**config.mk**
```make
export PLATFORM = sky130hd
export DESIGN_NAME = reg_write_arbiter_flat
export DESIGN_NICKNAME = d
export VERILOG_FILES = /design/src/rtl/reg_write_arbiter_if.sv /design/src/rtl/reg_write_arbiter.sv /design/src/flat_wrapper.sv
export SDC_FILE = /design/constraint.sdc
export NUM_CORES = 1
export LEC_CHECK = 0
export ABC_AREA = 1
export CAP_MARGIN = 15
export CORE_MARGIN = 2
export CORE_UTILIZATION = 45
export DETAILED_ROUTE_END_ITERATION = 12
export MAX_ROUTING_LAYER = met4
export PLACE_DENSITY = 0.87
export REMOVE_ABC_BUFFERS = 1
export SLEW_MARGIN = 10
export SYNTH_ARGS = -nofsm -noshare
export SYNTH_HDL_FRONTEND = slang
export SYNTH_SLANG_ARGS = --single-unit
```
**constraint.sdc**
```tcl
create_clock -name clk -period 6.15 [get_ports clk]
set_input_delay 1.23 -clock clk [delete_from_list [all_inputs] [get_ports clk]]
set_output_delay 1.23 -clock clk [all_outputs]
set_load 0.02 [all_outputs]
```
**src/rtl/reg_write_arbiter_if.sv**
```systemverilog
// Requester/register-side bundle for the shared-register write arbiter.
// master = requesters and the register they feed, slave = the arbiter.
interface reg_write_arbiter_if #(
  parameter int NREQ = 4,
  parameter int DW   = 8
);
  logic                 en;
  logic [NREQ-1:0]      req;
  logic [NREQ*DW-1:0]   din;
  logic [NREQ-1:0]      ack;
  logic                 reg_wen;
  logic [DW-1:0]        reg_in;
  logic [1:0]           gnt_id;
  logic [1:0]           last_owner;
  logic [7:0]           wr_count;

  modport master (
    output en, req, din,
    input  ack, reg_wen, reg_in, gnt_id, last_owner, wr_count
  );

  modport slave (
    input  en, req, din,
    output ack, reg_wen, reg_in, gnt_id, last_owner, wr_count
  );
endinterface

```
**src/rtl/reg_write_arbiter.sv**
```systemverilog
// Round-robin arbiter granting one of four requesters a single-cycle write
// into a shared 8-bit register; tracks last writer and a wrapping write count.
module reg_write_arbiter #(
  parameter int NREQ = 4,
  parameter int DW   = 8
) (
  input  logic               clk,
  input  logic               rst,
  reg_write_arbiter_if.slave bus
);

  localparam int IDW = 2;

  logic [IDW-1:0]  ptr_p1;
  logic [NREQ-1:0] ack_p1;
  logic            vld_p1;
  logic [DW-1:0]   data_p1;
  logic [IDW-1:0]  id_p1;
  logic [IDW-1:0]  last_p1;
  logic [7:0]      cnt_p1;

  logic [NREQ-1:0] elig_p0;
  logic            hit_p0;
  logic [IDW-1:0]  win_p0;
  logic [DW-1:0]   sel_p0;
  logic            grant_p0;

  // Lowest rotation offset from ptr wins; MSB of the result flags any hit.
  function automatic logic [IDW:0] rr_pick(input logic [NREQ-1:0] elig,
                                           input logic [IDW-1:0]  ptr);
    logic [IDW:0]   r;
    logic [IDW-1:0] idx;
    r = '0;
    for (int k = NREQ - 1; k >= 0; k--) begin
      idx = ptr + IDW'(k);
      if (elig[idx]) r = {1'b1, idx};
    end
    return r;
  endfunction

  // Stage p0: arbitration on live requests, masking whoever holds ack now
  always_comb begin
    elig_p0          = bus.req & ~ack_p1;
    {hit_p0, win_p0} = rr_pick(elig_p0, ptr_p1);
    grant_p0         = bus.en && hit_p0;
    sel_p0           = '0;
    for (int i = 0; i < NREQ; i++) begin
      if (win_p0 == IDW'(i)) sel_p0 = bus.din[i*DW +: DW];
    end
  end

  // Stage p1: registered grant, register write port and bookkeeping
  always_ff @(posedge clk) begin
    if (rst) begin
      ptr_p1  <= '0;
      ack_p1  <= '0;
      vld_p1  <= 1'b0;
      data_p1 <= '0;
      id_p1   <= '0;
      last_p1 <= '0;
      cnt_p1  <= '0;
    end else if (grant_p0) begin
      ack_p1         <= '0;
      ack_p1[win_p0] <= 1'b1;
      vld_p1         <= 1'b1;
      data_p1        <= sel_p0;
      id_p1          <= win_p0;
      last_p1        <= win_p0;
      cnt_p1         <= cnt_p1 + 8'd1;
      ptr_p1         <= win_p0 + IDW'(1);
    end else begin
      ack_p1 <= '0;
      vld_p1 <= 1'b0;
    end
  end

  assign bus.ack        = ack_p1;
  assign bus.reg_wen    = vld_p1;
  assign bus.reg_in     = data_p1;
  assign bus.gnt_id     = id_p1;
  assign bus.last_owner = last_p1;
  assign bus.wr_count   = cnt_p1;

endmodule

```
**src/flat_wrapper.sv**
```systemverilog
// flat-port wrapper written by rule: the top's interface ports become plain ports
module reg_write_arbiter_flat 
#(
  parameter int NREQ = 4,
  parameter int DW   = 8
)
  (clk, rst, bus_en, bus_req, bus_din, bus_ack, bus_reg_wen, bus_reg_in, bus_gnt_id, bus_last_owner, bus_wr_count);
  reg_write_arbiter_if #(.NREQ(NREQ), .DW(DW)) bus_i ();
  input  logic clk;
  input  logic rst;
  input wire logic [$bits(bus_i.en)-1:0] bus_en;
  input wire logic [$bits(bus_i.req)-1:0] bus_req;
  input wire logic [$bits(bus_i.din)-1:0] bus_din;
  output wire logic [$bits(bus_i.ack)-1:0] bus_ack;
  output wire logic [$bits(bus_i.reg_wen)-1:0] bus_reg_wen;
  output wire logic [$bits(bus_i.reg_in)-1:0] bus_reg_in;
  output wire logic [$bits(bus_i.gnt_id)-1:0] bus_gnt_id;
  output wire logic [$bits(bus_i.last_owner)-1:0] bus_last_owner;
  output wire logic [$bits(bus_i.wr_count)-1:0] bus_wr_count;
  assign bus_i.en = bus_en;
  assign bus_i.req = bus_req;
  assign bus_i.din = bus_din;
  assign bus_ack = bus_i.ack;
  assign bus_reg_wen = bus_i.reg_wen;
  assign bus_reg_in = bus_i.reg_in;
  assign bus_gnt_id = bus_i.gnt_id;
  assign bus_last_owner = bus_i.last_owner;
  assign bus_wr_count = bus_i.wr_count;
  reg_write_arbiter #(.NREQ(NREQ), .DW(DW)) u_core (.clk(clk), .rst(rst), .bus(bus_i));
endmodule
```
# Yosys cells after proc, flatten, opt, wreduce, memory -nomap -nowiden

Cells that the tools add are included.

Flip-flop bits (word level): 25
Input port bits: 39
Output and inout port bits: 25
Logic and storage cells: 46

$add $sub $neg: 5
Magnitude comparators: 6
Eq/ne operators: 3
Muxes and demuxes: 19
Bitwise operators: 3
Reductions and logical operators: 4

Operators with widths:

| cell                  | number |
|---|---|
| $mux W8               | 4 |
| $lt A2 B3 Y1 const B  | 5 |
| $mux W3               | 4 |
| $add A8 B1 Y8 const B | 1 |
| $bmux W1 S2           | 4 |
| $mux W1               | 6 |
| $add A2 B1 Y2 const B | 2 |
| $add A2 B2 Y2 const B | 2 |
| $and A4 B4 Y4         | 1 |
| $eq A2 B2 Y1 const B  | 2 |
| $not A4 Y4            | 1 |
| $demux W1 S2          | 1 |
| $eq A2 B1 Y1 const B  | 1 |
| $ge A2 B1 Y1 const B  | 1 |
| $logic_and A1 B1 Y1   | 2 |
| $logic_not A2 Y1      | 1 |
| $reduce_or A2 Y1      | 1 |
| $not A1 Y1            | 1 |

# Depth between registers and ports, before layout

Word-level depth: 13
Mapped depth: 19

# Least setup slack after synthesis

OpenSTA, ideal clock, no wires.

Path type: input-to-reg
Start: input bus_req[2]
End: register u_core.data_p1[4], in the netlist u_core.bus.reg_in[4]
Setup time: 0.122 ns
Arrival: 2.798 ns
Path slack: 3.231 ns
Cell stages on the path: 15
Cell sequence: nand3_1 -> nand2_2 -> nand2_1 -> nand2_1 -> inv_1 -> nand2_1 -> nand2_1 -> nand2_1 -> nand2_1 -> inv_1 -> ha_1 -> clkbuf_1 -> clkinv_1 -> o211ai_1 -> a21oi_2

Longest elaborated chain between the ends: 12

Ends and longest elaborated chain:

| what                          | RTL line                | source |
|---|---|---|
| from (decl)                   | flat_wrapper.sv:12      | `input wire logic [$bits(bus_i.req)-1:0] bus_req;` |
| $and A4 B4 Y4 (*)             | reg_write_arbiter.sv:43 | `elig_p0 = bus.req & ~ack_p1;` |
| $bmux W1 S2                   | reg_write_arbiter.sv:36 | `if (elig[idx]) r = {1'b1, idx};` |
| $mux W1 (not written as such) | reg_write_arbiter.sv:36 |  |
| $mux W3 (3 in series)         | reg_write_arbiter.sv:36 |  |
| $mux W3 (*)                   | reg_write_arbiter.sv:36 |  |
| net u_core.win_p0[0]          | reg_write_arbiter.sv:24 | `logic [IDW-1:0] win_p0;` |
| $logic_not A2 Y1              | reg_write_arbiter.sv:48 | `if (win_p0 == IDW'(i)) sel_p0 = bus.din[i*DW +: DW];` |
| $mux W8 (3 in series)         | reg_write_arbiter.sv:48 |  |
| $mux W8 (*)                   | reg_write_arbiter.sv:48 |  |
| to (signal assigned)          | reg_write_arbiter.sv:66 | `data_p1 <= sel_p0;` |
| to (decl)                     | reg_write_arbiter.sv:17 | `logic [DW-1:0] data_p1;` |

The timed path passes the listed nets; every way through them passes the cells marked *. The select of a mux whose other input is x is not followed.
A chain may end at the register's enable or synchronous reset.

# Final worst setup path

Start: input bus_req[2]
End: register u_core.data_p1[5], in the netlist u_core.bus.reg_in[5]

The elaborated chain is that of the path after synthesis.

==> results.toml <==
[power_and_ir_drop]
p_leak_uw = 0.000888
power.density_nw_per_um2 = 467
total_power_uw = 1010
vdd_drop_max_uv = 298

[logic_synthesis]
synth_edf_count = 0
ys_ff_latch = 25
ys_seq_area_share_pct = 32.5
synth_area_leader_cell = "dfxtp_1"
ys_types = 29
synth_xor_xnor_area_share_pct = 3.42
synth_top_family_by_area = "simple AND/OR/NAND/NOR gates"
yosysWarnings = 0
synthSimpleGateAreaFrac_pct = 27.0
async_flop_share_pct = 0
yosys_most_used_dff = "dfxtp_1"
muxShareOfSynthArea_pct = 0
synth_compound_area_share_pct = 21.3
synth.avg_cell_area_sq_um = 7.25
synthesis.area_sq_um = 1540
synth_fa_ha_area_share_pct = 4.07
yosys.area.top_type_share_pct = 32.5
syn_inst = 212
synth.area.top_cells = "dfxtp_1 (33%), nand2_1 (11%), a21oi_1 (8.1%)"

[floorplan]
core_sq_um = 3310
io_pins = 64
dieArea_sq_um = 3900
num_rows = 21
die_w_microns = 62.5
die_h_microns = 62.5
initial_utilization_pct = 46.4

[detailed_routing]
drc = 0
wirelength_microns = 3740
wire_per_inst_microns = 11.9
drtPass1Iterations = 5
dr.first_iter.drc_count = 69
vias = 1565
viasPerCell = 4.98
ant_nets = 0

[timing]
fin_crit_sh_pct = 53.9
skew_ns = 0.00792
setup_violations = 0
max_slew.worst_pin.slew_ns = 0.454
rsz0062_at_grt = "false"
fin_crit_ns = 3.31
worst_slack_ns = 2.84
slew_violations = 0
hold_viol_final = 0
maxSlewHeadroom_pct = 69.6
setup_tns_ns = 0
max_freq_mhz = 302

[critical_path]
path_buf_inv = 2
r2r_start = "u_core.ptr_p1[0]$_SDFFE_PP0N_"
path_common_cell = "nand2_1"
worstPathCellList = "clkdlybuf4s50_1 -> nand3_1 -> nand2_2 -> nand2_1 -> nand2_1 -> inv_1 -> nand2_1 -> nand2_1 -> nand2_1 -> nand2_1 -> ha_1 -> nor2_1 -> nand2_1 -> nand2_1 -> o211ai_1 -> a21oi_1"
endpoint_kind = "flip-flop"
startpoint = "bus_req[2]"
crit_cells = 16
r2r_end = "u_core.bus.reg_in[5]$_SDFFE_PP0N_"
crit_path_start_kind = "input port"
path_delay_family = "simple AND/OR/NAND/NOR gates"
critPathMaxFanout = 10
cp.required_ns = 6.41
worst_ep_arrival_time_ns = 3.57
crit_path_end = "u_core.bus.reg_in[5]$_SDFFE_PP0N_"
critPathSlowestCell = "clkdlybuf4s50_1"
cpPeakStageDelay_ns = 0.49
r2r_slack_ns = 3.55
crit_type = "input port to flip-flop"
r2r_cells = 15

[global_routing]
grt_start_max_net_pins = 23
track_usage_pct = 20.1
gr-total-overflow = 0
antenna_found_initial = 0
grt_first_pass_wirelength_microns = 6340
first_global_vias = 1505

[clock_network]
cts_tree = "built"
clk_latency_ns = 0.32
cts_hold_buf = 0
cts_max_level = 1
clk_path_buf_depth = 2
cts.sink_count = 25
clock-root-buffer = "clkbuf_4"
cts_made_buffers = 3
post_cts.repair.setup_buffers = 0
cts_resized = 0
clk_pin_slew_ns = 0.14

[placement]
gp_congestion = 0.918
hpwl_microns = 2960
portBuffers = 63
pre_cts_ws_ns = 2.48

[run_status]
status = "completed"

[cells_and_area]
n_antenna_cell = 0
final_layout_size_suffix_gt1_share_pct = 12.3
layout.nets = 313
area_growth_pct = 41.2

[hold_path]
min_path_type = "flip-flop to flip-flop"

[job]
maxCapViolCount = 0
[cells in the mapped netlist, types with 3 or more instances]
master and instances:
a21oi_1 25, nor3_1 3, ha_1 5, nor2_1 14
nand2_2 10, o21ai_1 4, nand2_1 44, xor2_1 4
dfxtp_1 25, o21ai_0 7, buf_6 4, a21oi_2 8
inv_1 19, nand3_2 4, buf_4 3, o211ai_1 8
nand3_1 9
[logic make-up after synthesis]
group,count (synthesis)
and+or+nand+nor,88
buffers and inverters,34
AOI/OAI and AO/OA,54
xor gates and xnor gates,6
adders and majority gates,5
DFF,25
[worst register-to-register path: stages (launching register included)]
cell and delay [ns]:
dfxtp_1 0.63, nand3_1 0.16, nand2_2 0.14, nand2_1 0.08, nand2_1 0.07, inv_1 0.03, nand2_1 0.07, nand2_1 0.05
nand2_1 0.07, nand2_1 0.10, ha_1 0.32, nor2_1 0.42, nand2_1 0.12, nand2_1 0.08, o211ai_1 0.07, a21oi_1 0.13
[how the worst min path moves through the flow]
stage	startpoint	cells past startpoint	slack [ns]	endpoint
3_3_place_gp	u_core.bus.wr_count[7]$_SDFFE_PP0N_	2	0.49	u_core.bus.wr_count[7]$_SDFFE_PP0N_
2_1_floorplan	u_core.ptr_p1[1]$_SDFFE_PP0N_	2	0.53	u_core.ptr_p1[1]$_SDFFE_PP0N_
4_1_cts	u_core.bus.wr_count[3]$_SDFFE_PP0N_	2	0.51	u_core.bus.wr_count[3]$_SDFFE_PP0N_
6_report	u_core.bus.wr_count[3]$_SDFFE_PP0N_	2	0.51	u_core.bus.wr_count[3]$_SDFFE_PP0N_
5_1_grt	u_core.bus.wr_count[7]$_SDFFE_PP0N_	2	0.54	u_core.bus.wr_count[7]$_SDFFE_PP0N_
3_5_place_dp	u_core.bus.wr_count[3]$_SDFFE_PP0N_	2	0.49	u_core.bus.wr_count[3]$_SDFFE_PP0N_
[final cells by class]
type | instances | area, sq um
clock buffers | 3 | 22.5
inverters | 23 | 93.8
well taps | 46 | 57.6
repair buffers | 63 | 631
clock inverters | 1 | 7.51
fillers | 305 | 1140
multi-input cells | 153 | 858
flip-flops and latches | 25 | 500
[where the power goes]
group | switching (uW) | internal [uW] | total [uW]
Sequential | 38.6 | 208 | 246
Clock | 50.4 | 24.8 | 75.2
Combinational | 412 | 280 | 692
Total | 501 | 512 | 1010
[cell usage in the layout, fill, tap and decap left out]
cell	n
nand2_4	1
xor2_1	4
nor2_1	14
nand3_1	9
nor2_2	1
clkbuf_4	3
o21ai_1	4
ha_1	5
xnor2_1	2
o21ai_0	7
nor2_4	1
nand3_2	4
o21ai_2	2
dfxtp_1	25
nand2_2	10
clkinvlp_4	1
clkinv_1	2
clkdlybuf4s50_1	63
o211ai_1	8
inv_4	1
a21oi_2	8
nand4_1	1
a21oi_1	25
nor3_1	3
nand2_1	44
inv_6	1
inv_1	19
[routing by layer]
| metal | routed length [microns] | global-route usage (%) | part of all wire (%) |
|---|---|---|---|
| met5 | 0 | - | 0 |
| met4 | 51 | 4.17 | 1.4 |
| met3 | 168 | 3.60 | 4.5 |
| met2 | 1870 | 36.6 | 50 |
| met1 | 1650 | 23.0 | 44 |
[metrics by stage]
step	util [%]	cell area [sq um]	instances	hold slack (ns)
after detailed placement	64.7	2140	310	0.492
after global placement	64.7	2140	310	0.491
final	65.6	2170	314	0.508
after floorplan	-	1450	201	0.525
after CTS	65.6	2170	314	0.512
after global routing	65.6	2170	314	0.545
[registers in the layout, indices dropped and copies added, names as in the netlist]
| register | cells |
|---|---|
| u_core.bus.reg_in | 8 |
| u_core.bus.wr_count | 8 |
| u_core.bus.ack | 4 |
| u_core.bus.gnt_id | 2 |
| u_core.ptr_p1 | 2 |
| u_core.bus.reg_wen | 1 |
Note: power is estimated with default switching activity, not from simulation.
